[config.mk]
export PLATFORM = sky130hd
export DESIGN_NAME = access_ctrl_gen2_flat
export DESIGN_NICKNAME = d
export VERILOG_FILES = /design/src/rtl/access_ctrl_gen2_pkg.sv /design/src/rtl/access_ctrl_gen2_if.sv /design/src/rtl/access_ctrl_gen2_key_unlock.sv /design/src/rtl/access_ctrl_gen2.sv /design/src/flat_wrapper.sv
export SDC_FILE = /design/constraint.sdc
export NUM_CORES = 1
export LEC_CHECK = 0
export CORE_ASPECT_RATIO = 2
export CORE_MARGIN = 2
export CORE_UTILIZATION = 35
export DETAILED_ROUTE_END_ITERATION = 12
export PLACE_DENSITY = 0.58
export SLEW_MARGIN = 20
export SYNTH_ARGS = -nofsm -noshare
export SYNTH_HDL_FRONTEND = slang
export SYNTH_SLANG_ARGS = --single-unit
[constraint.sdc]
create_clock -name clk -period 2.5 [get_ports clk]
set_input_delay 0.5 -clock clk [delete_from_list [all_inputs] [get_ports clk]]
set_output_delay 0.5 -clock clk [all_outputs]
set_load 0.01 [all_outputs]
[src/rtl/access_ctrl_gen2_pkg.sv]
`default_nettype none
// ============================================================================
//  Module      : access_ctrl_pkg
//  Description : Shared types and constants for the key-gated access
//                controller: key FSM states, flow FSM states and the Moore
//                output encoding of each flow state.
//  Revision    : 1.0 - initial release
// ============================================================================
package access_ctrl_pkg;

    typedef enum logic [1:0] {
        ENTRY   = 2'd0,
        ACTIVE  = 2'd1,
        LOCKOUT = 2'd2
    } key_state_t;

    typedef enum logic [2:0] {
        IDLE   = 3'd0,
        RD_ACC = 3'd1,
        WR     = 3'd2,
        SAMPLE = 3'd3,
        TX     = 3'd4
    } flow_state_t;

    // Output encoding, ordered {AccessMem, RWMem, SampleData, TxData, Busy}
    localparam logic [4:0] c_OUT_IDLE   = 5'b00000;
    localparam logic [4:0] c_OUT_RD_ACC = 5'b10001;
    localparam logic [4:0] c_OUT_WR     = 5'b11001;
    localparam logic [4:0] c_OUT_SAMPLE = 5'b00101;
    localparam logic [4:0] c_OUT_TX     = 5'b00011;

endpackage
`default_nettype wire

[src/rtl/access_ctrl_gen2_if.sv]
`default_nettype none
// ============================================================================
//  Module      : access_ctrl_gen2_if
//  Description : Command/datapath bundle of the access controller.
//                master : command front end + datapath blocks (drive key,
//                         command, txDone and relock; observe strobes)
//                slave  : the access controller itself
//  Revision    : 1.0 - initial release
// ============================================================================
interface access_ctrl_gen2_if;
    import access_ctrl_pkg::*;

    // Front end -> controller
    logic inputKey;
    logic validCmd;
    logic RW;
    logic txDone;
    logic relock;

    // Controller -> front end / datapath
    logic active;
    logic mode;
    logic lockedOut;
    logic AccessMem;
    logic RWMem;
    logic SampleData;
    logic TxData;
    logic Busy;
    logic txTimeout;

    modport master (
        output inputKey, validCmd, RW, txDone, relock,
        input  active, mode, lockedOut, AccessMem, RWMem, SampleData,
               TxData, Busy, txTimeout
    );

    modport slave (
        input  inputKey, validCmd, RW, txDone, relock,
        output active, mode, lockedOut, AccessMem, RWMem, SampleData,
               TxData, Busy, txTimeout
    );
endinterface
`default_nettype wire

[src/rtl/access_ctrl_gen2_key_unlock.sv]
`default_nettype none
// ============================================================================
//  Module      : key_unlock
//  Description : Serial key entry / lockout state machine.
//                Key bits arrive LSB first on validCmd; the strobe after the
//                last key bit carries the mode bit and triggers evaluation.
//                MAX_TRIES consecutive failures hold the block in lockout
//                for LOCK_CYCLES cycles.
//  Ports       : clk, reset           - clock, synchronous active-high reset
//                inputKey, validCmd   - serial bit and its qualifier
//                relock               - return to key entry (level)
//                flowIdle             - command flow is idle (relock gate)
//                active, mode         - unlocked flag, last accepted mode bit
//                lockedOut            - lockout in progress
//  Revision    : 1.0 - initial release
// ============================================================================
module key_unlock
    import access_ctrl_pkg::*;
#(
    parameter int                 KEY_LEN     = 4,
    parameter logic [KEY_LEN-1:0] KEY_VALUE   = 4'b0101,
    parameter int                 MAX_TRIES   = 3,
    parameter int                 LOCK_CYCLES = 16
) (
    input  logic clk,
    input  logic reset,
    input  logic inputKey,
    input  logic validCmd,
    input  logic relock,
    input  logic flowIdle,
    output logic active,
    output logic mode,
    output logic lockedOut
);

    localparam int IDX_W  = $clog2(KEY_LEN + 1);
    localparam int FAIL_W = $clog2(MAX_TRIES + 1);
    localparam int LOCK_W = $clog2(LOCK_CYCLES + 1);

    localparam logic [IDX_W-1:0]  c_IDX_MODE  = IDX_W'(KEY_LEN);
    localparam logic [FAIL_W-1:0] c_FAIL_LAST = FAIL_W'(MAX_TRIES - 1);
    localparam logic [LOCK_W-1:0] c_LOCK_LOAD = LOCK_W'(LOCK_CYCLES);
    localparam logic [LOCK_W-1:0] c_LOCK_ONE  = LOCK_W'(1);

    key_state_t         r_state;
    logic [KEY_LEN-1:0] r_key;
    logic [IDX_W-1:0]   r_idx;
    logic [FAIL_W-1:0]  r_fail;
    logic [LOCK_W-1:0]  r_lock;
    logic               r_active;
    logic               r_mode;
    logic               r_locked;

    always_ff @(posedge clk) begin
        if (reset) begin
            r_state  <= ENTRY;
            r_key    <= '0;
            r_idx    <= '0;
            r_fail   <= '0;
            r_lock   <= '0;
            r_active <= 1'b0;
            r_mode   <= 1'b0;
            r_locked <= 1'b0;
        end else begin
            case (r_state)
                ENTRY: begin
                    if (validCmd) begin
                        if (r_idx != c_IDX_MODE) begin
                            for (int i = 0; i < KEY_LEN; i++) begin
                                if (r_idx == IDX_W'(i)) begin
                                    r_key[i] <= inputKey;
                                end
                            end
                            r_idx <= r_idx + IDX_W'(1);
                        end else if (r_key == KEY_VALUE) begin
                            r_state  <= ACTIVE;
                            r_idx    <= '0;
                            r_fail   <= '0;
                            r_active <= 1'b1;
                            r_mode   <= inputKey;
                        end else begin
                            r_idx  <= '0;
                            r_fail <= r_fail + FAIL_W'(1);
                            if (r_fail == c_FAIL_LAST) begin
                                r_state  <= LOCKOUT;
                                r_lock   <= c_LOCK_LOAD;
                                r_locked <= 1'b1;
                            end
                        end
                    end
                end

                ACTIVE: begin
                    // Relock only takes effect between commands; it also
                    // beats a command strobe arriving in the same cycle.
                    if (flowIdle && relock) begin
                        r_state  <= ENTRY;
                        r_idx    <= '0;
                        r_fail   <= '0;
                        r_active <= 1'b0;
                        r_mode   <= 1'b0;
                    end else if (flowIdle && validCmd) begin
                        r_mode <= inputKey;
                    end
                end

                LOCKOUT: begin
                    // Counter loaded with LOCK_CYCLES on entry; leaving on the
                    // edge that sees 1 gives exactly LOCK_CYCLES locked cycles.
                    if (r_lock == c_LOCK_ONE) begin
                        r_state  <= ENTRY;
                        r_lock   <= '0;
                        r_fail   <= '0;
                        r_locked <= 1'b0;
                    end else begin
                        r_lock <= r_lock - LOCK_W'(1);
                    end
                end

                default: begin
                    r_state  <= ENTRY;
                    r_idx    <= '0;
                    r_fail   <= '0;
                    r_lock   <= '0;
                    r_active <= 1'b0;
                    r_mode   <= 1'b0;
                    r_locked <= 1'b0;
                end
            endcase
        end
    end

    assign active    = r_active;
    assign mode      = r_mode;
    assign lockedOut = r_locked;

endmodule
`default_nettype wire

[src/rtl/access_ctrl_gen2.sv]
`default_nettype none
// ============================================================================
//  Module      : access_ctrl_gen2
//  Description : Key-gated access controller. key_unlock arbitrates access;
//                once unlocked, a Moore flow FSM sequences the memory,
//                sample and transmit strobes and bounds the TX wait.
//  Ports       : clk    - clock, rising edge
//                reset  - synchronous, active-high
//                bus    - access_ctrl_gen2_if.slave: inputKey, validCmd, RW,
//                         txDone, relock in; active, mode, lockedOut,
//                         AccessMem, RWMem, SampleData, TxData, Busy,
//                         txTimeout out
//  Revision    : 1.0 - initial release
// ============================================================================
module access_ctrl_gen2
    import access_ctrl_pkg::*;
#(
    parameter int                 KEY_LEN     = 4,
    parameter logic [KEY_LEN-1:0] KEY_VALUE   = 4'b0101,
    parameter int                 MAX_TRIES   = 3,
    parameter int                 LOCK_CYCLES = 16,
    parameter int                 TX_TIMEOUT  = 64
) (
    input  logic               clk,
    input  logic               reset,
    access_ctrl_gen2_if.slave  bus
);

    localparam int              TO_W      = $clog2(TX_TIMEOUT + 1);
    localparam logic [TO_W-1:0] c_TX_LAST = TO_W'(TX_TIMEOUT - 1);

    flow_state_t     r_flow;
    logic [4:0]      r_outs;
    logic [TO_W-1:0] r_tx_cnt;
    logic            r_tx_timeout;

    logic            w_flow_idle;
    logic            w_active;
    logic            w_mode;
    logic            w_locked;

    assign w_flow_idle = (r_flow == IDLE);

    key_unlock #(
        .KEY_LEN     (KEY_LEN),
        .KEY_VALUE   (KEY_VALUE),
        .MAX_TRIES   (MAX_TRIES),
        .LOCK_CYCLES (LOCK_CYCLES)
    ) u_key_unlock (
        .clk       (clk),
        .reset     (reset),
        .inputKey  (bus.inputKey),
        .validCmd  (bus.validCmd),
        .relock    (bus.relock),
        .flowIdle  (w_flow_idle),
        .active    (w_active),
        .mode      (w_mode),
        .lockedOut (w_locked)
    );

    // Outputs are registered alongside the state so each strobe is a clean
    // flop output for the datapath blocks.
    always_ff @(posedge clk) begin
        if (reset) begin
            r_flow       <= IDLE;
            r_outs       <= c_OUT_IDLE;
            r_tx_cnt     <= '0;
            r_tx_timeout <= 1'b0;
        end else begin
            r_tx_timeout <= 1'b0;
            case (r_flow)
                IDLE: begin
                    if (w_active && bus.validCmd && !bus.relock) begin
                        if (!bus.inputKey) begin
                            r_flow <= SAMPLE;
                            r_outs <= c_OUT_SAMPLE;
                        end else if (bus.RW) begin
                            r_flow <= WR;
                            r_outs <= c_OUT_WR;
                        end else begin
                            r_flow <= RD_ACC;
                            r_outs <= c_OUT_RD_ACC;
                        end
                    end
                end

                RD_ACC: begin
                    r_flow <= SAMPLE;
                    r_outs <= c_OUT_SAMPLE;
                end

                WR: begin
                    r_flow <= IDLE;
                    r_outs <= c_OUT_IDLE;
                end

                SAMPLE: begin
                    r_flow   <= TX;
                    r_outs   <= c_OUT_TX;
                    r_tx_cnt <= '0;
                end

                TX: begin
                    // txDone has priority so a completion on the final
                    // allowed cycle is not reported as a timeout.
                    if (bus.txDone) begin
                        r_flow <= IDLE;
                        r_outs <= c_OUT_IDLE;
                    end else if (r_tx_cnt == c_TX_LAST) begin
                        r_flow       <= IDLE;
                        r_outs       <= c_OUT_IDLE;
                        r_tx_timeout <= 1'b1;
                    end else begin
                        r_tx_cnt <= r_tx_cnt + TO_W'(1);
                    end
                end

                default: begin
                    r_flow <= IDLE;
                    r_outs <= c_OUT_IDLE;
                end
            endcase
        end
    end

    assign bus.active     = w_active;
    assign bus.mode       = w_mode;
    assign bus.lockedOut  = w_locked;
    assign bus.AccessMem  = r_outs[4];
    assign bus.RWMem      = r_outs[3];
    assign bus.SampleData = r_outs[2];
    assign bus.TxData     = r_outs[1];
    assign bus.Busy       = r_outs[0];
    assign bus.txTimeout  = r_tx_timeout;

endmodule
`default_nettype wire

[src/flat_wrapper.sv]
// flat-port wrapper written by rule: the top's interface ports become plain ports
module access_ctrl_gen2_flat import access_ctrl_pkg::*;
#(
    parameter int                 KEY_LEN     = 4,
    parameter logic [KEY_LEN-1:0] KEY_VALUE   = 4'b0101,
    parameter int                 MAX_TRIES   = 3,
    parameter int                 LOCK_CYCLES = 16,
    parameter int                 TX_TIMEOUT  = 64
)
  (clk, reset, bus_inputKey, bus_validCmd, bus_RW, bus_txDone, bus_relock, bus_active, bus_mode, bus_lockedOut, bus_AccessMem, bus_RWMem, bus_SampleData, bus_TxData, bus_Busy, bus_txTimeout);
  access_ctrl_gen2_if bus_i ();
  input  logic clk;
  input  logic reset;
  input wire logic [$bits(bus_i.inputKey)-1:0] bus_inputKey;
  input wire logic [$bits(bus_i.validCmd)-1:0] bus_validCmd;
  input wire logic [$bits(bus_i.RW)-1:0] bus_RW;
  input wire logic [$bits(bus_i.txDone)-1:0] bus_txDone;
  input wire logic [$bits(bus_i.relock)-1:0] bus_relock;
  output wire logic [$bits(bus_i.active)-1:0] bus_active;
  output wire logic [$bits(bus_i.mode)-1:0] bus_mode;
  output wire logic [$bits(bus_i.lockedOut)-1:0] bus_lockedOut;
  output wire logic [$bits(bus_i.AccessMem)-1:0] bus_AccessMem;
  output wire logic [$bits(bus_i.RWMem)-1:0] bus_RWMem;
  output wire logic [$bits(bus_i.SampleData)-1:0] bus_SampleData;
  output wire logic [$bits(bus_i.TxData)-1:0] bus_TxData;
  output wire logic [$bits(bus_i.Busy)-1:0] bus_Busy;
  output wire logic [$bits(bus_i.txTimeout)-1:0] bus_txTimeout;
  assign bus_i.inputKey = bus_inputKey;
  assign bus_i.validCmd = bus_validCmd;
  assign bus_i.RW = bus_RW;
  assign bus_i.txDone = bus_txDone;
  assign bus_i.relock = bus_relock;
  assign bus_active = bus_i.active;
  assign bus_mode = bus_i.mode;
  assign bus_lockedOut = bus_i.lockedOut;
  assign bus_AccessMem = bus_i.AccessMem;
  assign bus_RWMem = bus_i.RWMem;
  assign bus_SampleData = bus_i.SampleData;
  assign bus_TxData = bus_i.TxData;
  assign bus_Busy = bus_i.Busy;
  assign bus_txTimeout = bus_i.txTimeout;
  access_ctrl_gen2 #(.KEY_LEN(KEY_LEN), .KEY_VALUE(KEY_VALUE), .MAX_TRIES(MAX_TRIES), .LOCK_CYCLES(LOCK_CYCLES), .TX_TIMEOUT(TX_TIMEOUT)) u_core (.clk(clk), .reset(reset), .bus(bus_i));
endmodule
==> results of run 1 <==
layer usage:
metal,global-route usage (%),wire length (µm)
met5,0,0
met4,5.893,72
met3,3.017,104
met2,29.00,2291
met1,15.03,1593
cells in the final DEF (no fill, tap or decap), types with 4 or more instances in the layout:
| cell type | synthesis | layout |
|---|---|---|
| a211oi_1 | 4 | 4 |
| a21oi_1 | 20 | 20 |
| a41oi_1 | 4 | 4 |
| buf_4 | 0 | 4 |
| clkbuf_8 | 0 | 5 |
| clkdlybuf4s50_1 | 0 | 15 |
| dfxtp_1 | 34 | 34 |
| ha_1 | 9 | 9 |
| inv_1 | 9 | 9 |
| nand2_1 | 23 | 23 |
| nand2b_1 | 7 | 7 |
| nand3_1 | 11 | 11 |
| nand3b_1 | 5 | 5 |
| nor2_1 | 16 | 16 |
| nor3_1 | 6 | 6 |
| o21ai_0 | 11 | 11 |
state kept, by name, summed over array words and instances, names as in the netlist:
signal	count
u_core.r_outs	5
u_core.u_key_unlock.r_lock	5
u_core.u_key_unlock.active	1
u_core.u_key_unlock.mode	1
u_core.r_flow	2
u_core.r_tx_cnt	7
u_core.u_key_unlock.r_fail	2
u_core.u_key_unlock.lockedOut	1
u_core.bus.txTimeout	1
u_core.u_key_unlock.r_state	2
u_core.u_key_unlock.r_idx	3
u_core.u_key_unlock.r_key	4
kinds of logic (layout without fill, tap and decap cells):
group	count (synthesis)	after routing	synth area share (%)
AO/OA/AOI/OAI	55	55	20.31
XOR/XNOR	1	1	0.4955
adder cells (fa/ha/maj)	9	9	6.370
buffers and inverters	15	35	3.255
flip-flops	34	34	38.50
multiplexers	3	3	1.769
AND/OR/NAND/NOR	92	92	29.30
worst max-delay path, delay by kind of cell:
kind            cells  cell delay [ns]
buf+inv             1             0.50
compound gates      2             0.35
simple gates        2             0.81
how the worst max path moves through the flow:
stage	cells past startpoint	slack, ns	to	from
finish	5	0.55	u_core.u_key_unlock.r_fail[1]$_SDFFE_PP0P_	bus_relock
global route	5	0.38	u_core.u_key_unlock.r_fail[1]$_SDFFE_PP0P_	bus_relock
CTS	5	0.54	u_core.u_key_unlock.r_fail[1]$_SDFFE_PP0P_	bus_relock
detailed placement	5	0.25	u_core.u_key_unlock.r_fail[1]$_SDFFE_PP0P_	bus_relock
global placement	5	0.26	u_core.u_key_unlock.r_fail[1]$_SDFFE_PP0P_	bus_validCmd
floorplan	5	0.77	u_core.r_outs[2]$_SDFFE_PP0P_	u_core.r_tx_cnt[0]$_SDFFE_PP0P_
final cells by class:
type,count,area [µm²]
tap,57,71.32
inverter,9,33.78
timing repair buffer,19,180.2
clock buffer,5,68.82
fill,500,2790
sequential,34,680.7
multi-input combinational,160,1030
clock inverter,2,10.01
per-stage QoR:
step	hold slack, ns	worst slack (ns)	total power (µW)	area, µm²	std cells
after CTS	0.4702	0.5383	1007	2074	286
after global routing	0.4886	0.3822	1032	2074	286
after floorplan	0.4457	0.7732	597.8	1768	209
after global placement	0.4561	0.2623	623.0	1996	279
after detailed placement	0.4608	0.2504	623.6	1996	279
final	0.4681	0.5496	991.7	2074	286
power breakdown:
group | internal (µW) | switching [µW] | leakage, µW
Sequential | 547 | 4.54 | 0.000274
Clock | 187 | 195 | 0.0000438
Combinational | 27.3 | 31.8 | 0.000407
Total | 761 | 231 | 0.000725
cells in the mapped netlist, types with 4 or more instances:
master     n  share of area (%)
nor3_1     6                1.7
nor2_1    16                3.4
dfxtp_1   34                 38
clkbuf_1   5                1.1
a21oi_1   20                5.7
nand2b_1   7                2.5
o21ai_0   11                3.1
inv_1      9                1.9
a211oi_1   4                1.7
nand3b_1   5                2.1
a41oi_1    4                2.0
nand2_1   23                4.9
nand3_1   11                3.1
ha_1       9                6.4
==> reports/qor.yml, run 1 <==
run_status:
  outcome: "complete, no violations"
setup_path:
  setup.worst_path.class: "in2reg"
  slowest_delay_ns: 0.52
  arrival_ns: 2.16
  r2r_cells: 5
  end_kind: "flip-flop"
  r2r_setup_slack_ns: 0.59
  cp.required_ns: 2.71
  critPathMaxFanout: 5
  timing.rr.start: "u_core.r_tx_cnt[0]$_SDFFE_PP0P_"
  crit_chain: "clkdlybuf4s50_1 > nor4b_2 > o22ai_1 > or4_1 > a21oi_1"
  crit_slowest_cell: "or4_1"
  critical_path.startpoint_type: "input pin"
  timing.rr.end: "u_core.r_flow[1]$_SDFFE_PP0P_"
floorplanning:
  initial_core_util_pct: 36.34
  boundaryPins: 16
  rows: 36
  core-area_um2: 4865
  die_y_um: 104.5
  fp.dieW_um: 54.26
  die_area_um2: 5670
timing:
  setup_viol: 0
  worst_pin_slew_ns: 0.7232
  maxSlewHeadroom_pct: 51.63
  fin_tns_setup_ns: 0
  fin_crit_sh_pct: 78.02
  finalMaxSlewViolations: 0
  timing_hold_violations_final: 0
  rsz0062_at_grt: "false"
  fin_crit_ns: 1.950
  fmax_mhz: 512.7
  finClkSkew_ns: 0.009279
cts:
  ctsResizeCount: 0
  clk_latency_ns: 0.28
  cts.sinks: 34
  cts-root-buf: "clkbuf_8"
  cts_setup_buffers: 0
  cts_max_path_buffers: 2
  htreeDepth: 2
  cts_made_buffers: 5
  cts_tree: "yes"
  cts_hold_buf: 0
  clkTransAtPathRegs_ns: 0.06
global_route:
  grt_pass1_wl_um: 6548
  grt-ovfl-total: 0
  antenna_found_initial: 0
  grt_max_degree: 20
  grt_pass1_vias: 1476
  track_usage_pct: 15.42
detailed_routing:
  drt_pass1_iterations: 4
  vias: 1549
  drt_iter0_drc: 28
  wl_per_cell_um: 14.20
  postRouteAntennaNets: 0
  viasPerCell: 5.416
  wl_um: 4061
  drc: 0
synthesis:
  async_flop_share_pct: 0
  ys.flop_type: "dfxtp_1"
  synth_seq_area_share_pct: 38.50
  synth_edf_count: 0
  ys.warnings.count: 0
  ys_types: 42
  synthCells: 209
  avgSynthCellArea_um2: 8.459
  synthesis.area_um2: 1768
  synth_nets: 225
  synth_seq_cells: 34
pwr:
  leakagePower_uw: 0.0007253
  p_per_area_nw_per_um2: 478.1
  peakVddDrop_v: 0.0003131
run:
  maxCapViolCount: 0
placement:
  io_buffer_count: 15
  gp_congestion: 0.7487
  dp_hpwl_um: 3051
layout:
  layout-drive-gt1-share_pct: 7.860
  antennaDiodeCount: 0
  areaGrowthSynthToFinish_pct: 17.34
  utilization_pct: 42.64
  fin_nets: 245
worst_hold_path:
  min_to: "u_core.u_key_unlock.r_key[0]$_SDFFE_PP0P_"
  hold_start: "u_core.u_key_unlock.r_key[0]$_SDFFE_PP0P_"
  min_path_cells: 2
  hp-class: "reg2reg"
Power figures use the tool's default switching activity.
==> inputs of run 2 (changes only) <==
clock period = 2 ns   (was 2.5 ns; I/O delays follow)
==> reports/qor.yml, run 2 (same netlist as run 1, synthesis figures left out) <==
run_status:
  outcome: "complete, no violations"
layout:
  antennaDiodeCount: 0
  fillers: 514
  largest_reg_flops: 7
  reg.largest.list: "u_core.r_tx_cnt x7, u_core.r_outs x5, u_core.u_key_unlock.r_lock x5"
  regArea_um2: 680.7
  layout-drive-gt1-share_pct: 13.47
  fin_nets: 260
  regMostFlops: "u_core.r_tx_cnt"
  most-common-layout-cells: "34 x dfxtp_1, 23 x nand2_1, 20 x a21oi_1"
  multiInputGateArea_um2: 1030
  final_common_cell: "dfxtp_1"
  utilization_pct: 45.22
  areaGrowthSynthToFinish_pct: 24.42
setup_path:
  critical_path.startpoint_type: "flip-flop"
  r2r_cells: 6
  timing.rr.end: "u_core.u_key_unlock.r_lock[2]$_SDFFE_PP0P_"
  critPathMaxFanout: 5
  end_kind: "flip-flop"
  r2r_setup_slack_ns: 0.13
  critPathBufInv: 1
  cp.required_ns: 2.22
  arrival_ns: 2.08
  crit_chain: "inv_1 > ha_1 > and3_1 > a41oi_1 > o21ai_0 > a21oi_1"
  setup.worst_path.class: "reg2reg"
  crit_slowest_cell: "a41oi_1"
  timing.rr.start: "u_core.u_key_unlock.r_idx[1]$_SDFFE_PP0P_"
  slowest_delay_ns: 0.54
  crit_family: "compound AO/OA/AOI/OAI gates"
detailed_routing:
  viasPerCell: 5.368
  postRouteAntennaNets: 0
  drt_iter0_drc: 15
  wl_um: 4282
  vias: 1621
  drt_pass1_iterations: 4
  drc: 0
  wl_per_cell_um: 14.18
floorplanning:
  fp.dieW_um: 54.26
  core-area_um2: 4865
  die_y_um: 104.5
  initial_core_util_pct: 36.34
  boundaryPins: 16
  rows: 36
  die_area_um2: 5670
cts:
  cts_setup_buffers: 0
  clk_latency_ns: 0.28
  cts_max_path_buffers: 2
  clkTransAtPathRegs_ns: 0.07
  cts_tree: "yes"
  ctsResizeCount: 0
  cts.sinks: 34
  htreeDepth: 2
  cts-root-buf: "clkbuf_8"
  cts_made_buffers: 5
  cts_hold_buf: 0
timing:
  worst_pin_slew_ns: 0.5920
  hold_ws_ns: 0.4676
  finalMaxSlewViolations: 0
  finClkSkew_ns: 0.004676
  fin_tns_setup_ns: 0
  fin_crit_ns: 1.866
  rsz0062_at_grt: "false"
  fin_crit_sh_pct: 93.32
  fmax_mhz: 535.8
  timing_hold_violations_final: 0
  setup_viol: 0
  maxSlewHeadroom_pct: 60.23
pwr:
  total_power_uw: 1303
  seq_power_share_pct: 52.8
  peakVddDrop_v: 0.0004164
  p_per_area_nw_per_um2: 592.2
  clkPwrFrac_pct: 40.6
  pwr-share-comb_pct: 6.6
  power.switching_uw: 298.2
  leakagePower_uw: 0.0008022
  p_int_uw: 1004
  p_sw_share_pct: 22.89
global_route:
  antenna_found_initial: 0
  grt-ovfl-total: 0
  grt_pass1_vias: 1532
  track_usage_pct: 16.28
  grt_pass1_wl_um: 6831
  grt_max_degree: 15
worst_hold_path:
  min_path_cells: 2
  hp-class: "reg2reg"
  min_to: "u_core.u_key_unlock.r_key[1]$_SDFFE_PP0P_"
  hold_start: "u_core.u_key_unlock.r_key[1]$_SDFFE_PP0P_"
placement:
  io_buffer_count: 15
  dp_hpwl_um: 3313
  gp_congestion: 0.7602
run:
  maxCapViolCount: 0
==> run 2: changes by cell type in the layout (fill, tap and decap cells not counted) <==
cell / delta
buf_4: +15
clkbuf_1: +1
clkbuf_8: +1
clkinv_2: -1
==> run 2: how the worst max path moves through the flow <==
stage,start,endpoint,slack [ns],cells past startpoint
2_1_floorplan,u_core.r_tx_cnt[0]$_SDFFE_PP0P_,u_core.r_outs[2]$_SDFFE_PP0P_,0.27,5
3_3_place_gp,bus_relock,u_core.u_key_unlock.r_fail[1]$_SDFFE_PP0P_,-0.04,5
3_5_place_dp,bus_relock,u_core.u_key_unlock.r_fail[1]$_SDFFE_PP0P_,-0.05,5
4_1_cts,u_core.r_tx_cnt[0]$_SDFFE_PP0P_,u_core.r_outs[2]$_SDFFE_PP0P_,0.13,5
5_1_grt,u_core.u_key_unlock.r_lock[1]$_SDFFE_PP0P_,u_core.u_key_unlock.r_fail[0]$_SDFFE_PP0P_,0.03,6
6_report,u_core.u_key_unlock.r_idx[1]$_SDFFE_PP0P_,u_core.u_key_unlock.r_lock[2]$_SDFFE_PP0P_,0.13,6
==> run 2: routing by layer <==
metal	share of wire (%)	vias to the layer above	track usage, %
li1	-	835	-
met1	38	761	16.13
met2	58	19	30.38
met3	2.0	6	3.017
met4	1.8	0	6.429
met5	0	-	0
==> run 2: stage by stage <==
step | std cells | worst slack, ns | cell area (µm²)
2_1_floorplan | 209 | 0.2732 | 1768
3_3_place_gp | 294 | -0.04257 | 2108
3_5_place_dp | 294 | -0.05293 | 2108
4_1_cts | 302 | 0.1263 | 2200
5_1_grt | 302 | 0.02850 | 2200
6_report | 302 | 0.1336 | 2200
==> run 2: cell type report <==
cell class              instances  share of cell area [%]
clock buffers                   7                   3.925
clock inverters                 1                  0.2275
inverters                       9                   1.536
multi-input cells             160                   46.81
flip-flops and latches         34                   30.94
well taps                      57                   3.242
repair buffers                 34                   13.31
==> run 2: worst reg2reg max path, stage by stage (launching register included) <==
cell and delay [ns]:
dfxtp_1 0.35, inv_1 0.08, ha_1 0.24, and3_1 0.26, a41oi_1 0.54, o21ai_0 0.18
a21oi_1 0.16
==> run 2: power groups by stage <==
| stage | Clock, µW | Combinational (µW) | Sequential (µW) |
|---|---|---|---|
| after floorplan | 0 | 44.0 | 703 |
| after global placement | 0 | 87.0 | 703 |
| after detailed placement | 0 | 87.4 | 703 |
| after CTS | 547 | 87.9 | 687 |
| after global routing | 578 | 96.6 | 688 |
| final | 528 | 86.6 | 688 |
